$ cat config.mk
export PLATFORM = sky130hd
export DESIGN_NAME = pdm_level_decoder
export DESIGN_NICKNAME = d
export VERILOG_FILES = /design/src/rtl/pif_pkg.sv /design/src/rtl/pdm_sync_filter.sv /design/src/rtl/pdm_level_decoder.sv
export SDC_FILE = /design/constraint.sdc
export NUM_CORES = 1
export LEC_CHECK = 0
export CORE_MARGIN = 2
export CORE_UTILIZATION = 35
export DETAILED_ROUTE_END_ITERATION = 10
export HOLD_SLACK_MARGIN = 0.03
export PLACE_DENSITY = 0.66
export SLEW_MARGIN = 30
export SYNTH_ARGS = -nofsm -noshare
export SYNTH_HDL_FRONTEND = slang
export SYNTH_HIERARCHICAL = 1
export SYNTH_SLANG_ARGS = --single-unit
$ cat constraint.sdc
create_clock -name Clk -period 2.5 [get_ports Clk]
set_input_delay 0.25 -clock Clk [delete_from_list [all_inputs] [get_ports Clk]]
set_output_delay 0.25 -clock Clk [all_outputs]
set_load 0.02 [all_outputs]
$ cat src/rtl/pif_pkg.sv
// Shared definitions for the pif LED flasher and its pulse-density receive side.
// Holds default window size, drive polarity, synchroniser depth floor and small helpers.
package pif_pkg;

    // Default log2 of the measurement window length in Clk cycles.
    localparam int PIF_W_DEFAULT = 5;

    // LED drive is active-low on the board; the decoder defaults to match it.
    localparam bit PIF_ACTIVE_LOW_DEFAULT = 1'b1;

    // Fewer than two flops gives no metastability settling time on an async input.
    localparam int PIF_SYNC_STAGES_MIN = 2;

    // Direction of change between two consecutive window levels.
    typedef enum logic [1:0] {
        TREND_FLAT = 2'd0,
        TREND_UP   = 2'd1,
        TREND_DOWN = 2'd2
    } trend_e;

    // A level of 2^W needs one bit more than the window counter.
    function automatic int level_width(input int w);
        return w + 1;
    endfunction

    // 2-of-3 vote used by the optional glitch filter.
    function automatic logic majority3(input logic a, input logic b, input logic c);
        return (a & b) | (a & c) | (b & c);
    endfunction

endpackage

$ cat src/rtl/pdm_sync_filter.sv
// Input conditioning for pdm_level_decoder: synchroniser, polarity normalisation
// and, when PDM_GLITCH_FILTER_EN is defined, a registered 3-tap majority filter.
// Act is 1 whenever the stream is in its active state, independent of ACTIVE_LOW.
module pdm_sync_filter
    import pif_pkg::*;
#(
    parameter bit ACTIVE_LOW  = PIF_ACTIVE_LOW_DEFAULT,
    parameter int SYNC_STAGES = PIF_SYNC_STAGES_MIN    // must be >= PIF_SYNC_STAGES_MIN
) (
    input  logic Clk,
    input  logic Rst,
    input  logic In,
    output logic Act
);

    logic [SYNC_STAGES-1:0] sync_q;
    logic                   sync_act;

    // Shift the raw input through the synchroniser; reset leaves it at the idle line level.
    // NOTE: clocked state always uses non-blocking (<=) so every flop samples pre-edge values.
    always_ff @(posedge Clk) begin
        if (Rst) begin
            sync_q <= {SYNC_STAGES{ACTIVE_LOW}};
        end else begin
            sync_q <= {sync_q[SYNC_STAGES-2:0], In};
        end
    end

    assign sync_act = sync_q[SYNC_STAGES-1] ^ ACTIVE_LOW;

`ifdef PDM_GLITCH_FILTER_EN
    logic [1:0] tap_q;
    logic       act_q;

    // Vote over the current and two previous synchronised samples; one extra cycle of latency.
    always_ff @(posedge Clk) begin
        if (Rst) begin
            tap_q <= '0;
            act_q <= 1'b0;
        end else begin
            tap_q <= {tap_q[0], sync_act};
            act_q <= majority3(sync_act, tap_q[0], tap_q[1]);
        end
    end

    assign Act = act_q;
`else
    assign Act = sync_act;
`endif

endmodule

$ cat src/rtl/pdm_level_decoder.sv
// pdm_level_decoder: counts active cycles of a pulse-density stream over fixed
// 2^W-cycle windows and reports the level with full/empty and trend flags.
// Optional build macro PDM_GLITCH_FILTER_EN inserts a 3-tap majority filter on the input.
module pdm_level_decoder
    import pif_pkg::*;
#(
    parameter int W           = PIF_W_DEFAULT,          // 2..16
    parameter bit ACTIVE_LOW  = PIF_ACTIVE_LOW_DEFAULT,
    parameter int SYNC_STAGES = PIF_SYNC_STAGES_MIN
) (
    input  logic                      Clk,
    input  logic                      Rst,
    input  logic                      PdmIn,
    output logic [level_width(W)-1:0] Level,
    output logic                      LevelValid,
    output logic                      Full,
    output logic                      Empty,
    output logic                      TrendUp,
    output logic                      TrendDown
);

    localparam int              LW         = level_width(W);
    localparam logic [LW-1:0]   FULL_LEVEL = {1'b1, {W{1'b0}}};

    logic          act;
    logic [W-1:0]  win_cnt;
    logic [LW-1:0] ones_cnt;
    logic [LW-1:0] prev_level;
    logic          have_prev;
    logic          win_close;
    logic [LW-1:0] new_level;
    trend_e        trend_next;

    pdm_sync_filter #(
        .ACTIVE_LOW (ACTIVE_LOW),
        .SYNC_STAGES(SYNC_STAGES)
    ) u_sync_filter (
        .Clk(Clk),
        .Rst(Rst),
        .In (PdmIn),
        .Act(act)
    );

    // The last cycle of a window still contributes its own sample to the reported level.
    assign win_close = (win_cnt == {W{1'b1}});
    assign new_level = ones_cnt + LW'(act);

    // Classify the closing window's level against the one before it.
    // NOTE: every always_comb output gets a default first so no path can infer a latch.
    always_comb begin
        trend_next = TREND_FLAT;
        if (have_prev) begin
            if (new_level > prev_level) begin
                trend_next = TREND_UP;
            end else if (new_level < prev_level) begin
                trend_next = TREND_DOWN;
            end
        end
    end

    // Window/ones counters and the registered level, status and trend outputs.
    always_ff @(posedge Clk) begin
        if (Rst) begin
            win_cnt    <= '0;
            ones_cnt   <= '0;
            prev_level <= '0;
            have_prev  <= 1'b0;
            Level      <= '0;
            LevelValid <= 1'b0;
            Full       <= 1'b0;
            Empty      <= 1'b0;
            TrendUp    <= 1'b0;
            TrendDown  <= 1'b0;
        end else begin
            win_cnt    <= win_cnt + 1'b1;
            LevelValid <= win_close;
            if (win_close) begin
                // The closing sample goes into Level; the new window starts from zero
                // and picks up its first sample on the following edge.
                ones_cnt   <= '0;
                Level      <= new_level;
                Full       <= (new_level == FULL_LEVEL);
                Empty      <= (new_level == '0);
                TrendUp    <= (trend_next == TREND_UP);
                TrendDown  <= (trend_next == TREND_DOWN);
                prev_level <= new_level;
                have_prev  <= 1'b1;
            end else begin
                ones_cnt <= new_level;
            end
        end
    end

endmodule

==> summary.txt <==
Clock network
  • Clock-pin slew on the worst setup and hold paths: about 0.14 ns
  • Cts hold-fix bufs: 0
  • Post-CTS Setup Bufs: 0
  • TritonCTS Buffers: 3
  • Clk root buf: clkbuf_4
  • CTS Sinks: 25
  • H-tree levels: 1
  • CTS resizes: 0
  • CTS max path bufs: 2
  • Clock Latency Late Sink: 0.31 ns
  • CTS tree: done

Worst setup path
  • CP startpoint: u_sync_filter/sync_q[1]$_SDFF_PP1_
  • Crit path capture type: flop
  • Worst path required time: 2.72 ns
  • Reg-to-reg slack, setup: around 0.20 ns
  • Critical Path Slowest Stage Cell: dfxtp_1
  • Reg2reg end: TrendUp$_SDFFE_PP0P_
  • CP max FO: 5
  • Worst reg2reg path depth: 11
  • Kind of critical path: flop to flop
  • CP Cell Sequence: inv_1 -> ha_1 -> ha_1 -> nand3_1 -> xor2_1 -> inv_1 -> ha_1 -> and4_1 -> o21ai_0 -> o211ai_1 -> a22o_1
  • Highest cell delay on the worst timing path: 0.34 ns
  • Critical path arrival: 2.52 ns
  • RR Startpoint: u_sync_filter/sync_q[1]$_SDFF_PP1_
  • Worst Setup Start Kind: flop
  • Critical path's most frequent cell: ha_1

Logic synthesis
  • Synth Warn #: 6
  • Post-Syn Area: roughly 1100 um^2
  • Post-synthesis sequential area ratio: 0.464
  • Mapped Cells: approximately 110
  • Synth top area share: 0.464
  • Top post-synthesis cells by area: dfxtp_1 (46%), ha_1 (12%), nor2_1 (4.5%), inv_1 (4.2%), nor3_1 (2.3%)
  • Syn_area_per_cell: 9.89 um^2
  • Netlist cell types: 32
  • Post-synth top area cell: dfxtp_1
  • Syn nets: 122
  • Synth Register Bits: 25

Timing
  • Skew final: between 0.003 and 0.004 ns
  • Slew HR: 0.788
  • Setup TNS: 0 ns
  • Fin. max-slew vios: 0
  • RSZ-0062 raised after global routing: false
  • Final setup violation count: 0
  • Fin crit period: 2.30 ns
  • Worst slew pin tran: 0.317 ns
  • Final worst path period share: 0.920
  • Final worst setup slack: 0.201 ns
  • Hold violation total from the final report: 0
  • Fmax: between 400 and 500 MHz

Floorplan
  • Starting Density: 0.359
  • Core Region: 3000 um^2
  • I/O pin cnt: 14
  • Row cnt: 20
  • Die area: 3540 um^2
  • Die width: 59.5 um
  • Die extent in y: 59.5 um

Place
  • Setup WS pre-CTS: 0.212 ns
  • Area after DPL: 1250 um^2
  • Gpl congestion: 0.899
  • Port Buffers: 13
  • Post-DP HPWL: 1340 um

Finish
  • Finished Cell Area: 1270 um^2
  • Fill cells: 306
  • Most frequent cells in the layout: dfxtp_1 (25), nor2_1 (13), clkdlybuf4s50_1 (13)
  • Nets: 139
  • Share of layout cells above drive strength 1: 0.104
  • Commonest non-fill, non-tap cell in the layout: dfxtp_1
  • Synth-to-Final Area Change: 18.2%
  • # diodes: 0
  • Final core utilization: 0.425

Drt
  • DRT antenna net count: 0
  • Initial DRC count: 9
  • Via-to-Cell Ratio: ~4.8
  • # DRC: 0
  • Final wirelength: between 1500 and 2000 um
  • Wirelength per Cell: 11.4 um
  • TritonRoute pass-1 iters: 4
  • Via count: 766

Power and ir drop
  • Total power: just over 0.0006 W
  • Clock power share: 0.291
  • Max VDD drop: 0.268 mV
  • NetSw: 0.000136 W
  • Leakage: 0.522 nW
  • Combinational share of power: 0.043
  • PwrDens: 481 nW/um^2
  • Flop pwr share: 0.666
  • Pint: between 0.0004 and 0.0005 W
  • Switching share of power: 0.222

GRT
  • GRT Util Overall: 0.114
  • Via count of the first global-routing pass: 716
  • Global route overflow: 0
  • Initial antenna violation count: 0
  • Largest net degree at the start of global routing: 22
  • First-pass GRT wire length: 3110 um

Hold path
  • Worst Hold Path EP: u_sync_filter/sync_q[1]$_SDFF_PP1_
  • Worst Hold Depth: 1
  • Worst hold start: u_sync_filter/sync_q[0]$_SDFF_PP1_
  • Hold Crit Class: flop to flop

Job
  • Max-Cap Viols: 0

Run status
  • Status: completed
[flip-flops by register name, summed over array words and instances, names as in the netlist]
| signal | flops |
|---|---|
| Empty | 1 |
| Full | 1 |
| LevelValid | 1 |
| TrendDown | 1 |
| TrendUp | 1 |
| have_prev | 1 |
| ones_cnt | 6 |
| prev_level | 6 |
| u_sync_filter/sync_q | 2 |
| win_cnt | 5 |
[layer usage]
| layer | routed length (um) | up-vias | global-route usage |
|---|---|---|---|
| li1 | - | 395 | - |
| met1 | 911 | 359 | 0.144 |
| met2 | 821 | 12 | 0.193 |
| met3 | 66 | 0 | 0.0240 |
| met4 | 0 | 0 | 0.0381 |
| met5 | 0 | - | 0 |
[layout make-up]
type                            count  area, um^2  area share
Clock buffer                        3        22.5      0.0177
Inverter                           12        45.0      0.0353
Timing Repair Buffer               16         153       0.120
Clock inverter                      1        5.00     0.00393
Tap cell                           33        41.3      0.0324
Multi-Input combinational cell     68         508       0.398
Sequential cell                    25         500       0.393
[critical path: cells and delay by family, from the launching register on]
family	cells	cell delay, ns
xor+xnor	1	0.30
buf+inv	2	0.12
simple gates	2	0.31
compound gates	3	0.45
flops	1	0.34
fa+ha+maj	3	0.69
[Yosys cell counts (all sizes together)]
| master | count |
|---|---|
| clkbuf | 1 |
| and3 | 4 |
| nor2b | 4 |
| dfxtp | 25 |
| a31oi | 1 |
| o211ai | 1 |
| a22o | 2 |
| nor2 | 13 |
| xor2 | 3 |
| o21ai | 2 |
| inv | 12 |
| a21oi | 2 |
| a211oi | 4 |
| and4 | 1 |
| mux2i | 2 |
| and2 | 1 |
| o32ai | 1 |
| nand3 | 4 |
| or2 | 2 |
| ha | 10 |
| buf | 3 |
| nor3 | 5 |
| nand2 | 3 |
| xnor2 | 3 |
[power by group through the flow]
| stage | clock network [W] | registers, W | logic (W) |
|---|---|---|---|
| floorplan | 0 | 0.000417 | 0.0000179 |
| global placement | 0 | 0.000417 | 0.0000261 |
| detailed placement | 0 | 0.000418 | 0.0000266 |
| CTS | 0.000190 | 0.000409 | 0.0000266 |
| global route | 0.000206 | 0.000410 | 0.0000305 |
| finish | 0.000178 | 0.000409 | 0.0000262 |
[cell families after synthesis]
kind of cell	share of synthesized area
compound gates	0.0882
xor+xnor	0.0627
fa+ha+maj	0.116
buf+inv	0.0650
flops	0.464
mux	0.0186
simple gates	0.186
[metrics by stage]
stage / hold WS [ns] / std cells
floorplan: 0.320 / 109
finish: 0.418 / 158
global placement: 0.389 / 154
CTS: 0.420 / 158
detailed placement: 0.387 / 154
global route: 0.455 / 158
[how the worst max path moves through the flow]
stage / cells after the start / end
floorplan: 11 / TrendUp$_SDFFE_PP0P_
global placement: 11 / TrendUp$_SDFFE_PP0P_
detailed placement: 11 / TrendUp$_SDFFE_PP0P_
CTS: 11 / TrendUp$_SDFFE_PP0P_
global route: 11 / TrendUp$_SDFFE_PP0P_
finish: 11 / TrendUp$_SDFFE_PP0P_
Note: power is estimated with default switching activity, not from simulation.
